File: src/rtl/instr_fetch_unit.sv
// Instruction fetch unit: PC register, IDLE/WAIT memory fetch FSM, instruction register and field decode.
// Optional: define MISALIGN_TRAP_EN to block fetches from a misaligned PC and raise a sticky misalign_err.
module instr_fetch_unit (
    input  logic        clk,
    input  logic        reset,
    input  logic        PCEn,
    input  logic [1:0]  PCSource,
    input  logic        IRWrite,
    input  logic [31:0] ALUResult,
    input  logic [31:0] ALUOut,
    output logic        mem_req,
    output logic [31:0] mem_addr,
    input  logic        mem_ack,
    input  logic [31:0] mem_rdata,
    output logic [31:0] pc,
    output logic [31:0] instr,
    output logic [5:0]  Op,
    output logic [5:0]  Funct,
    output logic [4:0]  rs,
    output logic [4:0]  rt,
    output logic [4:0]  rd,
    output logic [31:0] imm,
    output logic        fetch_busy,
    output logic        ir_valid,
    output logic        misalign_err
);

    typedef enum logic {IDLE, WAIT} state_t;

    state_t state;
    state_t state_next;
    logic   misalign_hit;
    logic   fetch_start;
    logic   fetch_done;

`ifdef MISALIGN_TRAP_EN
    assign misalign_hit = (state == IDLE) && IRWrite && (pc[1:0] != 2'b00);

    always_ff @(posedge clk or negedge reset) begin
        if (!reset)
            misalign_err <= 1'b0;
        else if (misalign_hit)
            misalign_err <= 1'b1;
    end
`else
    assign misalign_hit = 1'b0;
    assign misalign_err = 1'b0;
`endif

    assign fetch_start = (state == IDLE) && IRWrite && !misalign_hit;
    assign fetch_done  = (state == WAIT) && mem_ack;

    always_ff @(posedge clk or negedge reset) begin
        if (!reset)
            state <= IDLE;
        else
            state <= state_next;
    end

    always_comb begin
        state_next = state;
        case (state)
            IDLE:    if (fetch_start) state_next = WAIT;
            WAIT:    if (mem_ack)     state_next = IDLE;
            default: state_next = IDLE;
        endcase
    end

    // Request is a pure function of state so that reset drops it without a clock edge.
    always_comb begin
        mem_req    = 1'b0;
        fetch_busy = 1'b0;
        if (state == WAIT) begin
            mem_req    = 1'b1;
            fetch_busy = 1'b1;
        end
    end

    always_ff @(posedge clk or negedge reset) begin
        if (!reset) begin
            pc <= '0;
        end else if (PCEn) begin
            case (PCSource)
                2'b00:   pc <= ALUResult;
                2'b01:   pc <= ALUOut;
                2'b10:   pc <= {pc[31:28], instr[25:0], 2'b00};
                default: pc <= pc;
            endcase
        end
    end

    always_ff @(posedge clk or negedge reset) begin
        if (!reset) begin
            mem_addr <= '0;
            instr    <= '0;
            ir_valid <= 1'b0;
        end else begin
            ir_valid <= fetch_done;
            if (fetch_start)
                mem_addr <= pc;
            if (fetch_done)
                instr <= mem_rdata;
        end
    end

    assign Op    = instr[31:26];
    assign rs    = instr[25:21];
    assign rt    = instr[20:16];
    assign rd    = instr[15:11];
    assign Funct = instr[5:0];
    assign imm   = {{16{instr[15]}}, instr[15:0]};

endmodule

File: config.mk
export PLATFORM = sky130hd
export DESIGN_NAME = instr_fetch_unit
export DESIGN_NICKNAME = d
export VERILOG_FILES = /design/src/rtl/instr_fetch_unit.sv
export SDC_FILE = /design/constraint.sdc
export NUM_CORES = 1
export LEC_CHECK = 0
export BUFFER_PORTS_ARGS = -buffer_cell sky130_fd_sc_hd__buf_4
export CAP_MARGIN = 20
export CORE_MARGIN = 2
export CORE_UTILIZATION = 44
export CTS_CLUSTER_SIZE = 10
export DETAILED_ROUTE_END_ITERATION = 10
export PLACE_DENSITY = 0.8
export SETUP_SLACK_MARGIN = 0.1
export SYNTH_ARGS = -nofsm -noshare
export SYNTH_HDL_FRONTEND = slang
export SYNTH_SLANG_ARGS = --single-unit
File: constraint.sdc
create_clock -name clk -period 1.6 [get_ports clk]
set_clock_uncertainty 0.1 [all_clocks]
set_input_delay 0.32 -clock clk [delete_from_list [all_inputs] [get_ports clk]]
set_output_delay 0.32 -clock clk [all_outputs]
set_load 0.03 [all_outputs]
==> impl_results.md, run 1 <==
* Die Wd at 106 um
* Synthesized net count at slightly below 500
* Syn Area/Cell at 11.9 um2
* Final WL at 13500 um
* Crit end category: output pin
* # H-tree levels at 3
* Synthesized instance count at between 300 and 400
* Worst Hold Launch: mem_ack
* # fillers at approximately 830
* CP required at 1.18 ns
* WP data arrival at approximately 1.1 ns
* Post-route ant nets at 0
* Biggest area consumer among synthesized cells: dfrtp_1
* Clk slew on worst S/H paths at around 0.1 ns
* Synth area leaders: dfrtp_1 54%, mux2_2 17%, buf_4 10%
* FFs w/ async S/R, synth at 100%
* Clk buf depth at 2
* Power Density at around 1500 mW/mm2
* Critical path class: register to output pin
* Distinct cell type count after synthesis at 22
* Worst VDD drop at 0.000872 V
* Util after Layout at 64.7%
* Layout cells sized above 1 at 62.7%
* TritonCTS sink count at slightly below 100
* CTS Root Cell: clkbuf_8
* Crit-path cells: buf_6, buf_4
* Vias in the first global route at 3868
* Initial core utilization at 44.7%
* Outcome: finished clean
* Placed Cells at roughly 720
* TNS Setup at 0 ns
* Crit Path Max Fanout at 10
* RR Startpoint: state$_DFF_PN0_
* Min cycle time layout at ~1.5 ns
* Clock latency on the worst-skew pair at 0.36 ns
* CP startpoint: instr[15]$_DFFE_PN0P_
* Non-Filler Instances at 736
* Pin count of the biggest net entering global routing at 39
* CP Launch Type: register
* Global-route wire length before repair at 20400 um
* Antenna Cells at 0
* Fin nets at 702
* Post-synth EDFFs at 0
* Fmax at 0.660 GHz
* GPL Wtd Cong at about 0.85
* Primary FF master, synth: dfrtp_1
* DP HPWL at between 10000 and 15000 um
* Wire per inst at 18.3 um
* Max Cap Viol at 0
* Die ar. at 0.0112 mm2
* Post-Syn Area at around 0.0046 mm2
* 1st-iter DRT viols at roughly 140
* Final period util at 94.6%
* Share of the synthesized area in the top cell type at a little over half
* Area growth, synth to finish at 44.7%
* Slowest-stage cell, CP: dfrtp_2
* IO buf count at between 200 and 300
* Gr usage total at 23.7%
* Number of placed I/O pins at 262
* Core area at 0.0102 mm2
* Leak at approximately 3.3 nW
* RSZ-0062 raised after global routing: true
* CP max stage delay at 0.43 ns
* Initial antenna violation count at 0
* Final Setup Violations at 0
* Synth Warn # at 0
* Core Rows at 37
* Pins over their slew limit at 0
* Hold Violations, Final at 0
* GR Overflow Total at 0
* Num CTS Buffers at 9
* Vias at 3847
* Die Ht at 106 um
* HP Class: input pin to register
* DR pass1 iterations at 5
* DRC at 0
* Register area share after synthesis at 53.6%
* Via density at 5.23
* TritonCTS clock tree: done
* Seq cells post-synth at 98
## worst max-delay path, delay by kind of cell (launching register included)
kind                   cells  cell delay, ns
flip-flops                 1            0.43
buffers and inverters      2            0.32
## sequential cells by signal (all words and copies together) (netlist names)
register,flops
instr,32
mem_addr,32
pc,32
ir_valid,1
state,1
## per-layer routing
metal / GRT usage, % / wire (um)
met5: 0 / 0
met3: 5.21 / 1010
met2: 41.8 / 6880
met4: 9.02 / 329
met1: 28.2 / 5290
## synthesized netlist by cell type (3+ instances only)
| library cell | instances |
|---|---|
| ha_1 | 4 |
| a22o_1 | 4 |
| clkbuf_1 | 9 |
| buf_2 | 11 |
| a221oi_1 | 28 |
| mux2_2 | 68 |
| o21ai_1 | 8 |
| nor2_1 | 4 |
| inv_1 | 5 |
| o21ai_0 | 45 |
| buf_4 | 61 |
| dfrtp_1 | 98 |
| nand2_1 | 28 |
| buf_6 | 3 |
## layout make-up
| cell class | count | area, um2 | share of cell area, % |
|---|---|---|---|
| timing repair buffer | 286 | 2260 | 34.1 |
| inverter | 6 | 37.5 | 0.567 |
| tap | 136 | 170 | 2.57 |
| clock buffer | 11 | 131 | 1.98 |
| sequential | 98 | 2450 | 37.1 |
| clock inverter | 5 | 38.8 | 0.586 |
| multi-input combinational | 194 | 1540 | 23.2 |
## power by group
group | switching [mW] | internal [mW]
logic | 3.08 | 2.06
clock network | 0.891 | 0.573
registers | 0.520 | 3.10
total | 4.49 | 5.73
## worst paths after layout
check | endpoint | slack, ns | cells after the start
max in group asynchronous | instr[15]$_DFFE_PN0P_ | 0.53 | 3
min reg2reg | pc[23]$_DFFE_PN0P_ | 0.41 | 2
max reg2reg | instr[13]$_DFFE_PN0P_ | 0.21 | 3
max | imm[22] | 0.09 | 2
min in group asynchronous | mem_addr[9]$_DFFE_PN0P_ | 0.31 | 2
min | state$_DFF_PN0_ | 0.06 | 2
## cells by family after synthesis
family / count (synthesis) / share of synthesized area [%]
adder cells (fa/ha/maj): 4 / 1.09
multiplexers: 68 / 16.7
buffers and inverters: 92 / 13.4
flip-flops: 98 / 53.6
AND/OR/NAND/NOR: 35 / 3.09
AO/OA/AOI/OAI: 86 / 12.1
other: 1 / 0.0819
## timing repair
action	4_1_cts	5_1_grt
setup buffers	2	0
gates resized for setup	3	4
pin swaps	0	0
cloned	0	0
hold endpoints to repair	22	0
setup endpoints to repair	19	19
hold buffers	1	0
## cell usage in the layout, fill, tap and decap left out, drive strengths merged
| master | count |
|---|---|
| a221oi | 28 |
| a22o | 4 |
| and2 | 1 |
| buf | 285 |
| clkbuf | 11 |
| clkinvlp | 4 |
| conb | 1 |
| dfrtp | 98 |
| dlygate4sd3 | 1 |
| ha | 4 |
| inv | 7 |
| mux2 | 68 |
| nand2 | 28 |
| nand2b | 1 |
| nor2 | 4 |
| nor2b | 1 |
| o211ai | 1 |
| o21ai | 53 |
## per-stage QoR
step / hold WS, ns / cell area [um2] / power [mW] / setup WS [ns]
6_report: 0.0613 / 6620 / 10.2 / 0.0860
5_1_grt: 0.0488 / 6620 / 10.7 / 0.0424
4_1_cts: 0.0549 / 6610 / 10.3 / 0.0633
3_5_place_dp: 0.156 / 6410 / 8.78 / -0.0612
3_3_place_gp: 0.156 / 6410 / 8.67 / 0.000449
2_1_floorplan: -0.0756 / 4610 / 7.03 / 0.0266
(Power assumes the default switching activity.)
==> inputs of run 2 (changes only) <==
--- a/config.mk
+++ b/config.mk
@@ -5,10 +5,12 @@
 export SDC_FILE = /design/constraint.sdc
 export NUM_CORES = 1
 export LEC_CHECK = 0
+export ABC_AREA = 1
 export BUFFER_PORTS_ARGS = -buffer_cell sky130_fd_sc_hd__buf_4
 export CAP_MARGIN = 20
+export CORE_ASPECT_RATIO = 1.2
 export CORE_MARGIN = 2
-export CORE_UTILIZATION = 44
+export CORE_UTILIZATION = 46
 export CTS_CLUSTER_SIZE = 10
 export DETAILED_ROUTE_END_ITERATION = 10
 export PLACE_DENSITY = 0.8
==> run 2 against run 1 <==
  * Synthesized cell count up 68%
  * Via count up 26%
  * Final cell count up 33%
  * Clock-buffer cell count unchanged
  * Final area up 7.8%
  * Global-route usage up 0.26 points
  * Wire length up 8.8%
  * Maximum frequency up 0.48%
  * Clock power up 42%
  * Total power up 0.83%
  * Combinational power down 8.2%
  * Largest cell class unchanged
  * Highest routed layer unchanged
==> impl_results.md, run 2 <==
* DRC at 0
* Via density at 4.95
* Distinct cell type count after synthesis at 16
* FFs w/ async S/R, synth at 100%
* Pin count of the biggest net entering global routing at 45
* Leak at 3.93 nW
* Register area share after synthesis at 48.4%
* Synth top cells by count: 253 x nand2_1, 98 x dfrtp_1, 79 x nor2_1
* Critical Path Sink: imm[21]
* Post-Syn Area at 0.00506 mm2
* GPL Wtd Cong at 0.911
* Core area at 0.0106 mm2
* CP Launch Type: register
* Num CTS Buffers at 9
* TritonCTS clock tree: done
* Core Rows at 41
* Synth Warn # at 0
* HP Class: input pin to register
* Final period util at 94.2%
* Layout cells sized above 1 at 37.4%
* Initial antenna violation count at 0
* RR Startpoint: state$_DFF_PN0_
* Fin nets at 950
* Final WL at ~15000 um
* Max Cap Viol at 0
* Syn Area/Cell at between 7 and 8 um2
* Number of placed I/O pins at between 200 and 300
* Final Setup Violations at 0
* Post-synth EDFFs at 0
* TritonCTS sink count at 98
* Clk buf depth at 2
* Critical path class: register to output pin
* Worst VDD drop at 0.00116 V
* Most frequent cells in the layout: 253 x nand2_1, 253 x buf_4, 97 x dfrtp_1
* 1st-iter DRT viols at 271
* Non-Filler Instances at 977
* Die Wd at 99.8 um
* WP data arrival at ~1.1 ns
* Synthesized net count at 753
* DR pass1 iterations at 5
* GR Overflow Total at 0
* Worst setup margin at 0.0932 ns
* Number of cells on the worst reg-to-reg path at 4
* Seq cells post-synth at 98
* DP HPWL at approximately 11000 um
* Gr usage total at a little under a quarter
* Area growth, synth to finish at 40.9%
* Clk slew on worst S/H paths at 0.07 ns
* # H-tree levels at 3
* Crit end category: output pin
* Synthesized instance count at 646
* Most common cell in the netlist: nand2_1
* IO buf count at 260
* Outcome: finished clean
* Die Ht at 119 um
* CP required at 1.18 ns
* RSZ-0062 raised after global routing: true
* Area of the multi-input gates at approximately 0.0019 mm2
* RR Endpoint: instr[11]$_DFFE_PN0P_
* CP startpoint: instr[15]$_DFFE_PN0P_
* Primary FF master, synth: dfrtp_1
* Power Density at approximately 1400 mW/mm2
* CTS Root Cell: clkbuf_16
* Wire per inst at 15.0 um
* Synth area leaders: dfrtp_1 48%, nand2_1 19%, buf_4 11%
* Reg2reg setup slack at 0.23 ns
* Register area at between 0.002 and 0.0025 mm2
* Pins over their slew limit at 0
* Hold Violations, Final at 0
* Vias at 4841
* Post-route ant nets at 0
* Crit Path Max Fanout at 5
* Biggest area consumer among synthesized cells: dfrtp_1
* Initial core utilization at 47.7%
* Hold_ws at about 0.076 ns
* Min cycle time layout at around 1.5 ns
* Antenna Cells at 0
* Die ar. at 0.0119 mm2
* Share of the synthesized area in the top cell type at 48.4%
* Placed Cells at 956
* Global-route wire length before repair at 22500 um
* Fmax at 0.664 GHz
* Setup Slack @ Placement at -0.0904 ns
* Clock latency on the worst-skew pair at roughly 0.34 ns
* Vias in the first global route at 4594
* # fillers at 866
* Largest regs: instr (32), mem_addr (32), pc (32)
-- run 2: cell types whose count changed after synthesis, moves of 28 or more --
cell | previous run | this run
nand2_1 | 28 | 253
o21ai_0 | 45 | 13
nand3_1 | 0 | 74
mux2_2 | 68 | 0
a221oi_1 | 28 | 0
nor2_1 | 4 | 79
-- run 2: layout make-up --
type                       instances  share of cell area, %
tap                              129                   2.26
multi-input combinational        436                   26.0
sequential                        98                   34.4
clock inverter                     5                  0.526
inverter                          13                  0.684
timing repair buffer             285                   32.6
clock buffer                      11                   3.54
-- run 2: per-layer routing --
layer  up-vias  global-route usage, %  share of wire (%)
met5         -                      0                  0
met4         0                   11.9                3.5
met3        41                   3.46                6.3
met2       224                   40.0                 51
met1      2239                   30.1                 40
li1       2337                      -                  -
-- run 2: stage by stage --
stage / power (mW) / instance area (um2) / TNS [ns] / utilization (%)
global route: 10.8 / 7140 / 0 / 67.2
global placement: 8.06 / 6720 / -0.240 / 63.3
CTS: 10.3 / 7040 / 0 / 66.3
finish: 10.3 / 7140 / 0 / 67.2
detailed placement: 8.14 / 6720 / -0.851 / 63.3
floorplan: 6.61 / 5060 / 0 / -
-- run 2: critical path, cell delays in order, from the launching register on --
cell	delay [ns]
dfrtp_2	0.46
buf_6	0.15
buf_6	0.13
-- run 2: cell families (layout without fill, tap and decap cells) --
logic type,after synthesis,after routing,share of synthesized area [%]
buf+inv,112,314,15.1
fa+ha+maj,4,4,0.988
other cells,1,1,0.0740
flops,98,98,48.4
simple gates,418,418,34.1
compound gates,13,13,1.28
-- run 2: what timing repair did --
item,in CTS,in global routing
hold buffers,1,0
resized for setup,3,24
pin swaps,0,0
setup buffers,1,0
endpoints found under the hold margin,18,0
cloned,1,2
endpoints found under the setup margin,19,19
-- run 2: how the worst min path moves through the flow --
stage                        startpoint                        to  slack (ns)  cells after the start
after floorplan                   reset      instr[0]$_DFFE_PN0P_       -0.08                      0
after global placement            reset  mem_addr[30]$_DFFE_PN0P_        0.12                      1
after detailed placement          reset        pc[30]$_DFFE_PN0P_        0.12                      1
after CTS                 mem_rdata[13]     instr[13]$_DFFE_PN0P_        0.06                      3
after global routing      mem_rdata[12]     instr[12]$_DFFE_PN0P_        0.07                      3
final                     mem_rdata[27]     instr[27]$_DFFE_PN0P_        0.08                      3
-- run 2: power breakdown --
| group | switching (mW) | internal [mW] |
|---|---|---|
| Combinational | 2.95 | 1.77 |
| Clock | 0.925 | 1.14 |
| Sequential | 0.512 | 3.01 |
